File: src/rtl/pwm_multi.sv
`default_nettype none
// ============================================================================
// Module   : pwm_multi
// Purpose  : Multi-channel PWM generator. All channels share one period
//            counter. The counter runs edge-aligned (0..P, wrap) or
//            center-aligned (0..P..1). Period, duty and mode are
//            double-buffered and move into the active set only on a
//            period boundary, so an output never glitches mid-period.
// Options  : PWM_DEADTIME_EN - adds the dt input, the pwm_n_out output and
//            a per-channel dead-time stage behind the raw compare.
// Revision : 1.0 - initial release
// ============================================================================
module pwm_multi #(
    parameter int CHANNELS = 4,
    parameter int WIDTH    = 8
`ifdef PWM_DEADTIME_EN
    ,
    parameter int DT_WIDTH = 4
`endif
) (
    input  logic                      clk,
    input  logic                      rst,
    input  logic                      en,
    input  logic [WIDTH-1:0]          period,
    input  logic [CHANNELS*WIDTH-1:0] duty,
    input  logic                      center,
    input  logic                      load,
`ifdef PWM_DEADTIME_EN
    input  logic [DT_WIDTH-1:0]       dt,
    output logic [CHANNELS-1:0]       pwm_n_out,
`endif
    output logic                      load_ack,
    output logic                      period_end,
    output logic [CHANNELS-1:0]       pwm_out
);

    typedef enum logic {
        DIR_UP   = 1'b0,
        DIR_DOWN = 1'b1
    } dir_t;

    localparam logic [WIDTH-1:0] C_ONE = WIDTH'(1);

    logic [WIDTH-1:0]    cnt_q, cnt_d;
    dir_t                dir_q, dir_d;
    logic [WIDTH-1:0]    per_act_q, per_act_d, per_sh_q, per_sh_d;
    logic [WIDTH-1:0]    duty_act_q [CHANNELS];
    logic [WIDTH-1:0]    duty_act_d [CHANNELS];
    logic [WIDTH-1:0]    duty_sh_q  [CHANNELS];
    logic [WIDTH-1:0]    duty_sh_d  [CHANNELS];
    logic                mode_act_q, mode_act_d, mode_sh_q, mode_sh_d;
    logic                pending_q, pending_d;
    logic                load_ack_q, load_ack_d;
    logic [CHANNELS-1:0] pwm_q, pwm_d;
    logic [CHANNELS-1:0] raw_d;
    logic                boundary;
    logic                xfer;

    // Boundary detection on the current (pre-edge) counter state
    always_comb begin
        boundary = 1'b0;
        if (!en) begin
            boundary = 1'b1;
        end else if (!mode_act_q) begin
            boundary = (cnt_q == per_act_q);
        end else begin
            boundary = ((dir_q == DIR_DOWN) && (cnt_q == C_ONE)) || (per_act_q <= C_ONE);
        end
    end

    assign xfer = boundary & pending_q;

    // Shadow capture and shadow->active transfer; a load on the transfer
    // cycle lands in shadow and keeps pending set for the next boundary
    always_comb begin
        per_act_d  = per_act_q;
        mode_act_d = mode_act_q;
        duty_act_d = duty_act_q;
        per_sh_d   = per_sh_q;
        mode_sh_d  = mode_sh_q;
        duty_sh_d  = duty_sh_q;
        pending_d  = pending_q;
        load_ack_d = 1'b0;
        if (xfer) begin
            per_act_d  = per_sh_q;
            mode_act_d = mode_sh_q;
            duty_act_d = duty_sh_q;
            pending_d  = 1'b0;
            load_ack_d = 1'b1;
        end
        if (load) begin
            per_sh_d  = period;
            mode_sh_d = center;
            for (int i = 0; i < CHANNELS; i++) begin
                duty_sh_d[i] = duty[i*WIDTH +: WIDTH];
            end
            pending_d = 1'b1;
        end
    end

    // Period counter; a transfer restarts the period so a mode change
    // always begins at cnt=0 counting up
    always_comb begin
        cnt_d = cnt_q;
        dir_d = dir_q;
        if (!en || xfer) begin
            cnt_d = '0;
            dir_d = DIR_UP;
        end else if (!mode_act_q) begin
            cnt_d = (cnt_q >= per_act_q) ? '0 : cnt_q + 1'b1;
        end else if (dir_q == DIR_UP) begin
            if (cnt_q >= per_act_q) begin
                if (per_act_q <= C_ONE) begin
                    // P of 0 or 1: no room to descend, bounce straight to 0
                    cnt_d = '0;
                    dir_d = DIR_UP;
                end else begin
                    cnt_d = cnt_q - 1'b1;
                    dir_d = DIR_DOWN;
                end
            end else begin
                cnt_d = cnt_q + 1'b1;
            end
        end else begin
            if (cnt_q <= C_ONE) begin
                cnt_d = '0;
                dir_d = DIR_UP;
            end else begin
                cnt_d = cnt_q - 1'b1;
            end
        end
    end

    // Raw compare against the next counter value and next active duty, so
    // the output moves on the same edge as the counter
    always_comb begin
        raw_d = '0;
        for (int i = 0; i < CHANNELS; i++) begin
            raw_d[i] = en && (cnt_d < duty_act_d[i]);
        end
    end

`ifdef PWM_DEADTIME_EN
    logic [DT_WIDTH:0]   stab_q [CHANNELS];
    logic [DT_WIDTH:0]   stab_d [CHANNELS];
    logic [CHANNELS-1:0] raw_q;
    logic [CHANNELS-1:0] pwm_n_q, pwm_n_d;

    // Dead time: count how long the raw level has held; a side turns on
    // only once the level has been stable for more than dt cycles
    always_comb begin
        pwm_d   = '0;
        pwm_n_d = '0;
        for (int i = 0; i < CHANNELS; i++) begin
            if (raw_d[i] != raw_q[i]) begin
                stab_d[i] = (DT_WIDTH+1)'(1);
            end else if (stab_q[i] != '1) begin
                stab_d[i] = stab_q[i] + 1'b1;
            end else begin
                stab_d[i] = stab_q[i];
            end
            pwm_d[i]   = raw_d[i] && (stab_d[i] > {1'b0, dt});
            pwm_n_d[i] = en && !raw_d[i] && (stab_d[i] > {1'b0, dt});
        end
    end

    // Dead-time state registers
    always_ff @(posedge clk or negedge rst) begin
        if (!rst) begin
            raw_q   <= '0;
            pwm_n_q <= '0;
            for (int i = 0; i < CHANNELS; i++) begin
                stab_q[i] <= '0;
            end
        end else begin
            raw_q   <= raw_d;
            pwm_n_q <= pwm_n_d;
            stab_q  <= stab_d;
        end
    end

    assign pwm_n_out = pwm_n_q;
`else
    assign pwm_d = raw_d;
`endif

    // Main state registers
    always_ff @(posedge clk or negedge rst) begin
        if (!rst) begin
            cnt_q      <= '0;
            dir_q      <= DIR_UP;
            per_act_q  <= '1;
            per_sh_q   <= '1;
            mode_act_q <= 1'b0;
            mode_sh_q  <= 1'b0;
            pending_q  <= 1'b0;
            load_ack_q <= 1'b0;
            pwm_q      <= '0;
            for (int i = 0; i < CHANNELS; i++) begin
                duty_act_q[i] <= '0;
                duty_sh_q[i]  <= '0;
            end
        end else begin
            cnt_q      <= cnt_d;
            dir_q      <= dir_d;
            per_act_q  <= per_act_d;
            per_sh_q   <= per_sh_d;
            mode_act_q <= mode_act_d;
            mode_sh_q  <= mode_sh_d;
            pending_q  <= pending_d;
            load_ack_q <= load_ack_d;
            pwm_q      <= pwm_d;
            duty_act_q <= duty_act_d;
            duty_sh_q  <= duty_sh_d;
        end
    end

    assign load_ack   = load_ack_q;
    assign period_end = en & boundary;
    assign pwm_out    = pwm_q;

endmodule
`default_nettype wire
File: config.mk
export PLATFORM = sky130hd
export DESIGN_NAME = pwm_multi
export DESIGN_NICKNAME = d
export VERILOG_FILES = /design/src/rtl/pwm_multi.sv
export SDC_FILE = /design/constraint.sdc
export NUM_CORES = 1
export LEC_CHECK = 0
export ABC_AREA = 1
export ABC_CLOCK_PERIOD_IN_PS = 3500
export CELL_PAD_IN_SITES_DETAIL_PLACEMENT = 1
export CELL_PAD_IN_SITES_GLOBAL_PLACEMENT = 1
export CORE_UTILIZATION = 45
export CTS_BUF_LIST = sky130_fd_sc_hd__clkbuf_4 sky130_fd_sc_hd__clkbuf_8
export CTS_CLUSTER_DIAMETER = 120
export CTS_CLUSTER_SIZE = 28
export DETAILED_ROUTE_END_ITERATION = 12
export PLACE_DENSITY_LB_ADDON = 0.15
export SKIP_CTS_REPAIR_TIMING = 1
export SYNTH_ARGS = -nofsm -noshare
export SYNTH_HDL_FRONTEND = slang
export SYNTH_SLANG_ARGS = --single-unit
File: constraint.sdc
create_clock -name clk -period 3.5 [get_ports clk]
set_clock_uncertainty 0.05 [all_clocks]
set_input_delay 0.525 -clock clk [delete_from_list [all_inputs] [get_ports clk]]
set_output_delay 0.525 -clock clk [all_outputs]
set_load 0.1 [all_outputs]
# ---- Yosys cells after proc, flatten, opt, wreduce, memory -nomap -nowiden
# Cells that the tools add are included.
dict set report totals {
  ff_bits 97
  in_bits 45
}
dict set report op_classes {
  n_addsub 2
  order_cmp 7
  n_eq_ne 2
  muxes 19
  bitwise 2
  reduce_logical 10
}
# operator count
set op_table {}
lappend op_table {{$mux 8} 7}
lappend op_table {{$lt 8x8->1} 4}
lappend op_table {{$mux 32} 1}
lappend op_table {{$le 8x1->1 const B} 2}
lappend op_table {{$mux 1} 11}
lappend op_table {{$add 8x1->8 const B} 1}
lappend op_table {{$eq 8x1->1 const B} 1}
lappend op_table {{$eq 8x8->1} 1}
lappend op_table {{$ge 8x8->1} 1}
lappend op_table {{$sub 8x1->8 const B} 1}
lappend op_table {{$logic_and 1x1->1} 5}
lappend op_table {{$reduce_bool 2->1} 2}
lappend op_table {{$and 1x1->1} 2}
lappend op_table {{$logic_or 1x1->1} 2}
lappend op_table {{$logic_not 1->1} 1}

# ---- Logic depth before layout (Yosys ltp)
# Gate-level depths: netlist of run 1.
dict set report depth {
  word_depth 10
  mapped_depth 19
  mapped_depth_nobuf 19
}

# ---- Least setup slack after synthesis of run 1
# Ideal clock, no wire load.
dict set report synth_path {
  kind {register to register}
  startpoint {register per_act_q[7]}
  endpoint {register pwm_q[3] (netlist: pwm_out[3])}
  t_arrival_ns 2.643
  t_required_ns 3.377
  slack_ns 0.733
  path_stages_with_launch 18
  n_path_buf 0
  period_less_slack_ns 2.767
  path_cell_list {dfstp_2 -> inv_1 -> ha_1 -> nand2_1 -> nor2_1 -> nand2_1 -> nand2_1 -> nor2_1 -> nand2_1 -> inv_1 -> nand2_1 -> nand2_1 -> o21ai_0 -> o211a_1 -> ha_1 -> a211oi_1 -> nand3_1 -> a21oi_2}
}
dict set report synth_between {
  elab_chain_len 9
  word_cells_on_any_way 17
  cone_classes {3 x order compare; 1 x eq/ne; 9 x mux; 1 x bitwise; 3 x reduce/logical}
}
# element line_no
set synth_rtl {}
lappend synth_rtl {{start: declaration} 46} ;# logic [WIDTH-1:0] per_act_q, per_act_d, per_sh_q, per_sh_d;
lappend synth_rtl {{start signal: assignment} 206} ;# per_act_q <= per_act_d;
lappend synth_rtl {{$le 8x1->1} {67, 113}}
lappend synth_rtl {{$logic_or 1x1->1} 67} ;# boundary = ((dir_q == DIR_DOWN) && (cnt_q == C_ONE)) || (per_act_q <= C_ONE);
lappend synth_rtl {{$mux 1} 64} ;# end else if (!mode_act_q) begin
lappend synth_rtl {{$mux 1} 62} ;# if (!en) begin
lappend synth_rtl {{$and 1x1->1} 71} ;# assign xfer = boundary & pending_q;
lappend synth_rtl {{$logic_or 1x1->1} 106} ;# if (!en || xfer) begin
lappend synth_rtl {{$mux 8 *} 106}
lappend synth_rtl {{net cnt_d[7]} 44} ;# logic [WIDTH-1:0] cnt_q, cnt_d;
lappend synth_rtl {{$lt 8x8->1 *} 139} ;# raw_d[i] = en && (cnt_d < duty_act_d[i]);
lappend synth_rtl {{$logic_and 1x1->1 *} 139}
lappend synth_rtl {{net pwm_d[3]} 54} ;# logic [CHANNELS-1:0] pwm_q, pwm_d;
lappend synth_rtl {{end signal: assignment} 212} ;# pwm_q <= pwm_d;
lappend synth_rtl {{end: declaration} 54}
# Mark *: on every way through the listed nets, which the timed path passes. The rest lies on a longest branch.
# A chain may end at the register's enable or synchronous reset.

# ---- Worst setup path after layout of run 1
# Ends and elaborated chain as after synthesis.

==> qor.txt, run 1 <==
Status - finished, final reports clean
Die area - 11960 sq um
Required @ worst endpoint - 3.76 ns
Detailed-route DRC error count - 0
Setup tns final - 0 ns
Clock network power share - 0.179
Cell Area, Synth - 5187 sq um
Worst R2R End - pwm_out[3]$_DFF_PN0_
Cts bufs inserted - 9
Post-synth EDFFs - 0
Gpl congestion - 0.8571
Combinational Power Share - 0.451
Clock Path Buffers - 2
CP startpoint - per_act_q[7]$_DFFE_PN1N_
Slew Limit Fails - 0
Core ar. - 11030 sq um
Crit path kind - reg -> reg
Part of the power in registers - 0.369
Place WS - 0.2107 ns
Pleak - 0.003091 uW
Internal - 2415 uW
Max_cap viols - 0
Number of diodes - 0
Row cnt - 38
Initial antenna violation count - 0
Pwr per Cell Area - 692.3 nW/um^2
Synth async-reset ratio - 1.000
Layout cells sized above 1 - 0.1825
Drt initial violations - 122
Critical path peak fanout - 9
TritonCTS clock tree - built
Leading register cell type out of synthesis - dfrtp_1
Vias in the first global route - 4159
Via count - 3936
RR Startpoint - per_act_q[7]$_DFFE_PN1N_
Via density per instance - 5.040
Syn nets - 671
Worst Setup Slack, final - 0.2588 ns
Fin. Hold Viols - 0
CP endpoint - pwm_out[3]$_DFF_PN0_
H-tree levels - 3
Final Setup Violations - 0
Clock sinks - 97
Syn Inst Count - 587
Clock Latency Late Sink - 0.38 ns
Critical path arrival - 3.50 ns
Clock Tree Root - clkbuf_8
Synth warnings - 0
Setup slack, reg-to-reg - 0.26 ns
Worst slew pin tran - 1.061 ns
WL final - 12140 um
CP startpoint kind - register
Sequential area share after synthesis - 0.4718
Drt wl/cell - 15.54 um
Max-slew headroom - 0.2918
RSZ-0062 raised after global routing - false
Maximum vdd drop - 486.2 uV
Crit share post-route - 0.9260
Reg clk slew, reported paths - 0.09 ns
Final nets - 720
Switching share of power - 0.4188
Hold slack final - 0.1852 ns
Overall Global Routing Usage - 0.2287
Post-DP HPWL - 8757 um
Reg2reg path depth - 17
F_max - 308.5 MHz
GRT Residual Overflow - 0
Largest net degree at the start of global routing - 62
First-pass GRT wire length - 20380 um
I/O Pins - 51
IO Port Bufs - 50
Initial Util - 0.4703
Hold Crit Class - in -> async
Antenna-violating nets left - 0
First-pass DRT Iterations - 4
Die Y-Extent - 109.4 um
P&R area growth vs syn - 15.70%
Crit end category - register
Switching power - 1740 uW
Die Width - 109.4 um
Synth cell types - 37
Yosys reg bits - 97
Post-route minimum period - 3.241 ns
Avg Cell Area, Syn - 8.837 sq um
==> logic make-up after synthesis <==
family | count (synthesis) | share of synthesized area
adder cells (fa/ha/maj) | 39 | 0.09407
flip-flops | 97 | 0.4718
AO/OA/AOI/OAI | 86 | 0.1163
buffers and inverters | 92 | 0.07598
AND/OR/NAND/NOR | 263 | 0.2250
XOR/XNOR | 10 | 0.01688
==> layer usage <==
layer,GRT usage,part of all wire
met1,0.2851,0.47
met2,0.4012,0.50
met3,0.03616,0.017
met4,0.08095,0.017
met5,0,0
==> area by class of cell <==
type	instances	area [sq um]
tap	140	175.2
inverter	73	274.0
fill	1321	5029
sequential	97	2447
multi-input combinational	398	2354
clock inverter	1	8.758
timing repair buffer	57	555.5
clock buffer	15	187.7
==> cell usage after synthesis, types with 5 or more instances <==
| cell | number | share of area |
|---|---|---|
| xor2_1 | 7 | 0.012 |
| ha_1 | 39 | 0.094 |
| o22ai_1 | 5 | 0.0060 |
| or2_1 | 10 | 0.012 |
| nor2_1 | 19 | 0.014 |
| inv_2 | 13 | 0.0094 |
| o21ai_2 | 28 | 0.047 |
| or2_2 | 18 | 0.022 |
| nand2_1 | 177 | 0.13 |
| a21oi_1 | 15 | 0.014 |
| o211a_1 | 6 | 0.012 |
| nand3_1 | 21 | 0.020 |
| dfstp_2 | 16 | 0.081 |
| o21ai_0 | 23 | 0.022 |
| inv_1 | 60 | 0.043 |
| dfrtp_1 | 81 | 0.39 |
| clkbuf_1 | 10 | 0.0072 |
==> placed cells by master (no fill, tap or decap), drive strengths merged <==
| master | n |
|---|---|
| nor2 | 23 |
| buf | 10 |
| nand3b | 1 |
| a31oi | 1 |
| nand3 | 21 |
| a21oi | 17 |
| o22ai | 5 |
| xor2 | 7 |
| o21ai | 51 |
| nor3 | 3 |
| a21boi | 1 |
| clkbuf | 15 |
| nand4 | 2 |
| o211a | 6 |
| dfrtp | 81 |
| clkdlybuf4s50 | 47 |
| ha | 39 |
| a211oi | 4 |
| o21bai | 1 |
| clkinv | 1 |
| or2 | 28 |
| inv | 73 |
| xnor2 | 3 |
| nor3b | 1 |
| nand2 | 184 |
| dfstp | 16 |
==> per-stage QoR <==
step | cells | area [sq um] | power, uW | util
after CTS | 781 | 5995 | 4193 | 0.5434
after floorplan | 587 | 5187 | 2901 | -
after global routing | 781 | 6002 | 4481 | 0.5441
after detailed placement | 765 | 5798 | 3428 | 0.5256
final | 781 | 6002 | 4155 | 0.5441
after global placement | 765 | 5798 | 3329 | 0.5256
==> sequential cells by signal, summed over array words and instances, names as in the netlist <==
signal / cells
duty_act_q: 32
per_sh_q: 8
pending_q: 1
pwm_out: 4
mode_act_q: 1
mode_sh_q: 1
load_ack: 1
cnt_q: 8
dir_q: 1
per_act_q: 8
duty_sh_q: 32
==> worst max-delay path, stage by stage, from the launching register on <==
cell and delay [ns]:
dfstp_2 0.54, inv_1 0.05, ha_1 0.29, nand2_1 0.08, nor2_1 0.19, nand2_1 0.08, nand2_1 0.06, nor2_1 0.04
nand2_2 0.16, inv_1 0.08, nand2_1 0.08, nand2_1 0.15, o21ai_0 0.20, o211a_1 0.30, ha_1 0.31, a211oi_2 0.27
nand3_1 0.12, a21oi_2 0.12
==> power groups by stage <==
| stage | Sequential (uW) | Combinational (uW) | Clock [uW] |
|---|---|---|---|
| 3_5_place_dp | 1560 | 1870 | 0 |
| 4_1_cts | 1540 | 1890 | 768 |
| 5_1_grt | 1560 | 2110 | 813 |
| 6_report | 1530 | 1880 | 744 |
| 2_1_floorplan | 1580 | 1320 | 0 |
| 3_3_place_gp | 1550 | 1780 | 0 |
==> worst min-delay path by stage <==
stage,from,to,slack (ns),depth (start not counted)
after floorplan,rst,cnt_q[0]$_DFF_PN0_,0.18,0
after global placement,duty_act_q[8]$_DFF_PN0_,duty_act_q[8]$_DFF_PN0_,0.40,2
after detailed placement,duty_act_q[24]$_DFF_PN0_,duty_act_q[24]$_DFF_PN0_,0.41,2
after CTS,rst,duty_sh_q[26]$_DFFE_PN0P_,0.20,1
after global routing,rst,duty_sh_q[25]$_DFFE_PN0P_,0.23,1
final,rst,duty_sh_q[26]$_DFFE_PN0P_,0.19,1
No activity file was read; power rests on OpenSTA's default activity.
==> inputs of run 2 (changes only) <==
--- a/config.mk
+++ b/config.mk
@@ -5,11 +5,11 @@
 export SDC_FILE = /design/constraint.sdc
 export NUM_CORES = 1
 export LEC_CHECK = 0
-export ABC_AREA = 1
 export ABC_CLOCK_PERIOD_IN_PS = 3500
+export CAP_MARGIN = 25
 export CELL_PAD_IN_SITES_DETAIL_PLACEMENT = 1
 export CELL_PAD_IN_SITES_GLOBAL_PLACEMENT = 1
-export CORE_UTILIZATION = 45
+export CORE_UTILIZATION = 48
 export CTS_BUF_LIST = sky130_fd_sc_hd__clkbuf_4 sky130_fd_sc_hd__clkbuf_8
 export CTS_CLUSTER_DIAMETER = 120
 export CTS_CLUSTER_SIZE = 28
==> run 2 against run 1 <==
Global-route usage is 2.9 points higher. Largest power group unchanged. First-iteration DRC count is 0.82% higher. Critical path depth is 2 lower. Wire length is 24% higher. Via count is 3.1% lower. Sequential share of layout area is 4.2 points lower. Synthesized area is 1.9% lower. Maximum frequency is 7.3% lower. Register-to-register slack worse by 0.26 ns. Flip-flop and latch count stayed put.
==> qor.txt, run 2 <==
Pwr per Cell Area - 591.8 nW/um^2
Pleak - 0.003059 uW
Post-synth top cells - 81 x dfrtp_1, 45 x inv_1, 42 x mux2_2
Synth warnings - 0
Worst slew pin tran - 0.9737 ns
Syn Inst Count - 429
Antenna-violating nets left - 0
Post-synth EDFFs - 0
Largest regs - duty_act_q x32, duty_sh_q x32
Vias in the first global route - 4159
Number of diodes - 0
Final Setup Violations - 0
Max_cap viols - 0
Synth area leaders - dfrtp_1 40%, ha_1 9.6%, mux2_2 9.3%, dfstp_2 8.3%, mux2i_1 3.7%
CP startpoint kind - register
Slew Limit Fails - 0
Overall Global Routing Usage - 0.2574
Largest net degree at the start of global routing - 55
TritonCTS clock tree - built
Power Total - 3956 uW
Required @ worst endpoint - 3.71 ns
Clock Path Buffers - 2
Filler instances - 1027
Die Y-Extent - 105.0 um
Via count - 3813
Layout cells sized above 1 - 0.3665
Critical path peak fanout - 5
H-tree levels - 3
Avg Cell Area, Syn - 11.86 sq um
Fin cells - 668
Initial antenna violation count - 0
First-pass DRT Iterations - 4
Core ar. - 10280 sq um
Row cnt - 37
Synth cell types - 54
Crit end category - register
Clock Latency Late Sink - 0.38 ns
Crit share post-route - 0.9993
Synth async-reset ratio - 1.000
Fin. Hold Viols - 0
Post-DP HPWL - 9483 um
Initial Util - 0.4950
IO Port Bufs - 50
P&R area growth vs syn - 31.38%
Detailed-route DRC error count - 0
Maximum vdd drop - 316.3 uV
Inst Count DP - 634
Reg clk slew, reported paths - 0.10 ns
Leading register cell type out of synthesis - dfrtp_1
Commonest non-fill, non-tap cell in the layout - dfrtp_1
Hold slack final - 0.08987 ns
Register area - 2447 sq um
Die Width - 105.0 um
Via density per instance - 5.708
Synth top area share - 0.3984
Most frequent cells in the layout - 81 x dfrtp_1, 47 x clkdlybuf4s50_1, 43 x buf_4
Hold Crit Class - in -> async
WL final - 15060 um
Multi-input logic area - 2710 sq um
Status - finished, final reports clean
Drt wl/cell - 22.54 um
Most frequent cell after synthesis - dfrtp_1
Die area - 11010 sq um
Crit path kind - reg -> reg
GRT Residual Overflow - 0
Final nets - 611
Drt initial violations - 123
Cts bufs inserted - 9
Syn nets - 513
Gpl congestion - 0.8332
I/O Pins - 51
Critical path arrival - 3.71 ns
Clock sinks - 97
Post-route minimum period - 3.498 ns
RSZ-0062 raised after global routing - true
F_max - 285.9 MHz
Max-slew headroom - 0.3509
Cell Area, Synth - 5087 sq um
Final Util - 0.6504
Cell accounting for the most synthesized area - dfrtp_1
Sequential area share after synthesis - 0.4811
First-pass GRT wire length - 21590 um
Clock Tree Root - clkbuf_8
Yosys reg bits - 97
[run 2: cell count changes in the layout (fill, tap and decap cells not counted), sizes merged, moves of 11 or more]
cell | before | now
nand2 | 184 | 7
buf | 10 | 53
mux2 | 0 | 42
o21ai | 51 | 18
mux2i | 0 | 28
inv | 73 | 46
or2 | 28 | 1
a21o | 0 | 12
nor2 | 23 | 11
a21oi | 17 | 6
[run 2: logic make-up after synthesis]
logic type      count (synthesis)  share of synthesized area
buf+inv                        61                    0.05214
mux                            70                     0.1547
xor+xnor                       12                    0.02066
fa+ha+maj                      39                    0.09592
flops                          97                     0.4811
simple gates                   76                    0.08461
compound gates                 74                     0.1109
[run 2: cell type report]
cell class,instances,share of cell area
tap,136,0.02546
clock inverter,6,0.009921
inverter,45,0.02527
sequential,97,0.3662
clock buffer,10,0.01966
multi-input combinational,271,0.4055
timing repair buffer,103,0.1481
[run 2: final timing paths]
path	start	to	slack (ns)	cells past startpoint
max	per_act_q[2]$_DFFE_PN1N_	pwm_out[1]$_DFF_PN0_	0.002	15
min	rst	mode_act_q$_DFFE_PN0N_	0.09	1
max reg2reg	per_act_q[2]$_DFFE_PN1N_	pwm_out[1]$_DFF_PN0_	0.002	15
min reg2reg	duty_act_q[15]$_DFF_PN0_	duty_act_q[15]$_DFF_PN0_	0.46	2
max in group asynchronous	rst	per_act_q[5]$_DFFE_PN1N_	2.58	2
min in group clk	duty_act_q[15]$_DFF_PN0_	duty_act_q[15]$_DFF_PN0_	0.46	2
[run 2: report_power, final]
| group | leakage [uW] | internal [uW] | switching (uW) |
|---|---|---|---|
| Combinational | 0.00183 | 768 | 940 |
| Clock | 0.0000923 | 340 | 423 |
| Sequential | 0.00114 | 1340 | 143 |
| Total | 0.00306 | 2450 | 1510 |
[run 2: metal layers]
layer / up-vias / wire length [um] / global-route usage
met5: - / 0 / 0
met1: 1972 / 6323 / 0.3292
met3: 28 / 423 / 0.02994
li1: 1740 / - / -
met4: 0 / 397 / 0.1006
met2: 73 / 7912 / 0.4461
[run 2: worst max-delay path: stages, from the launching register on]
cell,delay [ns]
dfstp_2,0.54
inv_1,0.05
ha_1,0.30
nand4_1,0.19
nor3_2,0.07
buf_4,0.15
o41ai_4,0.26
buf_6,0.19
clkbuf_16,0.16
mux2i_4,0.27
ha_4,0.24
a21o_1,0.18
a21o_1,0.19
a21oi_2,0.14
o21ai_1,0.09
a311oi_1,0.31
[run 2: per-stage QoR]
step,worst slack (ns),area (sq um),setup TNS [ns]
finish,0.002443,6684,0
global route,-0.1137,6684,-0.3575
CTS,-0.1592,6161,-0.4198
detailed placement,-0.06217,5963,-0.1549
global placement,0.05170,5963,0
floorplan,0.05291,5087,0
==> inputs of run 3 (changes only) <==
--- a/config.mk
+++ b/config.mk
@@ -9,8 +9,7 @@
 export CAP_MARGIN = 25
 export CELL_PAD_IN_SITES_DETAIL_PLACEMENT = 1
 export CELL_PAD_IN_SITES_GLOBAL_PLACEMENT = 1
-export CORE_UTILIZATION = 48
-export CTS_BUF_LIST = sky130_fd_sc_hd__clkbuf_4 sky130_fd_sc_hd__clkbuf_8
+export CORE_UTILIZATION = 46
 export CTS_CLUSTER_DIAMETER = 120
 export CTS_CLUSTER_SIZE = 28
 export DETAILED_ROUTE_END_ITERATION = 12
==> run 3 against run 2 <==
Flip-flop and latch count stayed put. Final area decreased by 1.4%. Cell count down 1.5%. Combinational power is 5% lower. Critical endpoint is now pwm_out[2]$_DFF_PN0_. Critical path depth is the same. Sequential share of layout area grew 0.55 points. Utilization shrank 4.0 points. Clock power fell by 12%. Via count down 2.2%.
==> qor.txt, run 3 (synthesis gave the netlist of run 2 again) <==
Filler instances - 1073
Status - finished, final reports clean
Most frequent cells in the layout - 80 x dfrtp_1, 47 x clkdlybuf4s50_1, 42 x inv_1, 42 x mux2_2, 31 x buf_4
I/O Pins - 51
Drt initial violations - 173
Final Setup Violations - 0
CP cell instances - inv_1, ha_4, nand4_1, nor3_2, buf_4, o41ai_4, buf_12, buf_12, mux2i_4, ha_4, a21o_1, a21o_1, a21oi_2, o21ai_1, a311oi_1
Clock Path Buffers - 2
Detailed-route DRC error count - 0
Crit share post-route - 0.9825
P&R area growth vs syn - 29.51%
Crit path kind - reg -> reg
First-pass GRT wire length - 20500 um
Post-DP HPWL - 9080 um
Layout cells sized above 1 - 0.3378
Largest net degree at the start of global routing - 51
Clock network power share - 0.178
CP startpoint kind - register
Number of diodes - 0
Clock Latency Late Sink - 0.38 ns
Initial antenna violation count - 0
Switching share of power - 0.3783
Post-route minimum period - 3.439 ns
Part of the power in registers - 0.392
Hold slack final - 0.1487 ns
Maximum vdd drop - 338.4 uV
Switching power - 1428 uW
Critical path arrival - 3.67 ns
First-pass DRT Iterations - 4
Reg clk slew, reported paths - 0.10 ns
Register area - 2449 sq um
H-tree levels - 3
Bufs and invs on worst path - 4
Worst slew pin tran - 0.9860 ns
Vias in the first global route - 3993
Core ar. - 10790 sq um
Multi-input logic area - 2744 sq um
Overall Global Routing Usage - 0.2366
Max-slew headroom - 0.3406
Max_cap viols - 0
Die area - 11480 sq um
Drt wl/cell - 20.73 um
GRT Residual Overflow - 0
Power Total - 3775 uW
Via density per instance - 5.666
Required @ worst endpoint - 3.73 ns
Via count - 3728
Die Y-Extent - 107.2 um
Commonest non-fill, non-tap cell in the layout - dfrtp_1
Fin. Hold Viols - 0
Hold Crit Class - in -> async
Cts bufs inserted - 9
TritonCTS clock tree - built
Gpl congestion - 0.8532
Antenna-violating nets left - 0
Row cnt - 38
Crit path max-delay family - compound AO/OA/AOI/OAI gates
Slew Limit Fails - 0
Clock Tree Root - clkbuf_8
Final nets - 597
Internal - 2347 uW
Die Width - 107.2 um
Crit-path slowest cell - dfstp_2
Clock sinks - 97
Setup tns final - 0 ns
F_max - 290.8 MHz
Initial Util - 0.4714
IO Port Bufs - 50
Pwr per Cell Area - 573.0 nW/um^2
Crit path largest cell delay - 0.54 ns
Pleak - 0.002993 uW
WL final - 13640 um
Critical path peak fanout - 8
Largest regs - duty_act_q x32, duty_sh_q x32
Crit end category - register
Combinational Power Share - 0.430
run 3: worst register-to-register path, delay by kind of cell, from the launching register on:
kind / cells / cell delay [ns]
AO/OA/AOI/OAI: 6 / 1.20
AND/OR/NAND/NOR: 2 / 0.23
multiplexers: 1 / 0.26
flip-flops: 1 / 0.54
buffers and inverters: 4 / 0.61
adder cells (fa/ha/maj): 2 / 0.45
run 3: final cells by class:
cell class / instances / share of cell area
clock buffer: 13 / 0.02260
timing repair buffer: 89 / 0.1346
tap: 140 / 0.02659
multi-input combinational: 271 / 0.4164
sequential: 97 / 0.3716
inverter: 45 / 0.02564
clock inverter: 3 / 0.002469
run 3: path summary, 6_finish.rpt:
path	slack, ns	startpoint	to	depth (start not counted)
worst max-delay path	0.06	per_act_q[1]$_DFFE_PN1N_	pwm_out[2]$_DFF_PN0_	15
worst min-delay path	0.15	rst	load_ack$_DFF_PN0_	1
worst max register to register	0.06	per_act_q[1]$_DFFE_PN1N_	pwm_out[2]$_DFF_PN0_	15
worst min register to register	0.45	duty_act_q[20]$_DFF_PN0_	duty_act_q[20]$_DFF_PN0_	2
max in group asynchronous	2.50	rst	per_sh_q[6]$_DFFE_PN1P_	2
min in group clk	0.45	duty_act_q[20]$_DFF_PN0_	duty_act_q[20]$_DFF_PN0_	2
run 3: stage by stage:
stage               setup slack (ns)  cells    util  area (sq um)
floorplan                    0.05291    429       -          5087
global placement           -0.001189    633  0.5495          5931
detailed placement           -0.1060    633  0.5495          5931
CTS                          -0.1351    649  0.5648          6096
global route                -0.04804    658  0.6105          6589
finish                       0.06126    658  0.6105          6589
run 3: routing by layer:
| metal | global-route usage | up-vias | wire [um] |
|---|---|---|---|
| met2 | 0.4000 | 67 | 6910 |
| met3 | 0.03769 | 24 | 436 |
| met5 | 0 | - | 0 |
| li1 | - | 1718 | - |
| met4 | 0.07534 | 0 | 264 |
| met1 | 0.3106 | 1919 | 6031 |
run 3: power by group through the flow:
stage	combinational, uW	sequential, uW	clock (uW)
finish	1620	1480	671
global route	1770	1500	732
CTS	1370	1450	694
detailed placement	1360	1480	0
global placement	1300	1460	0
floorplan	836	1510	0
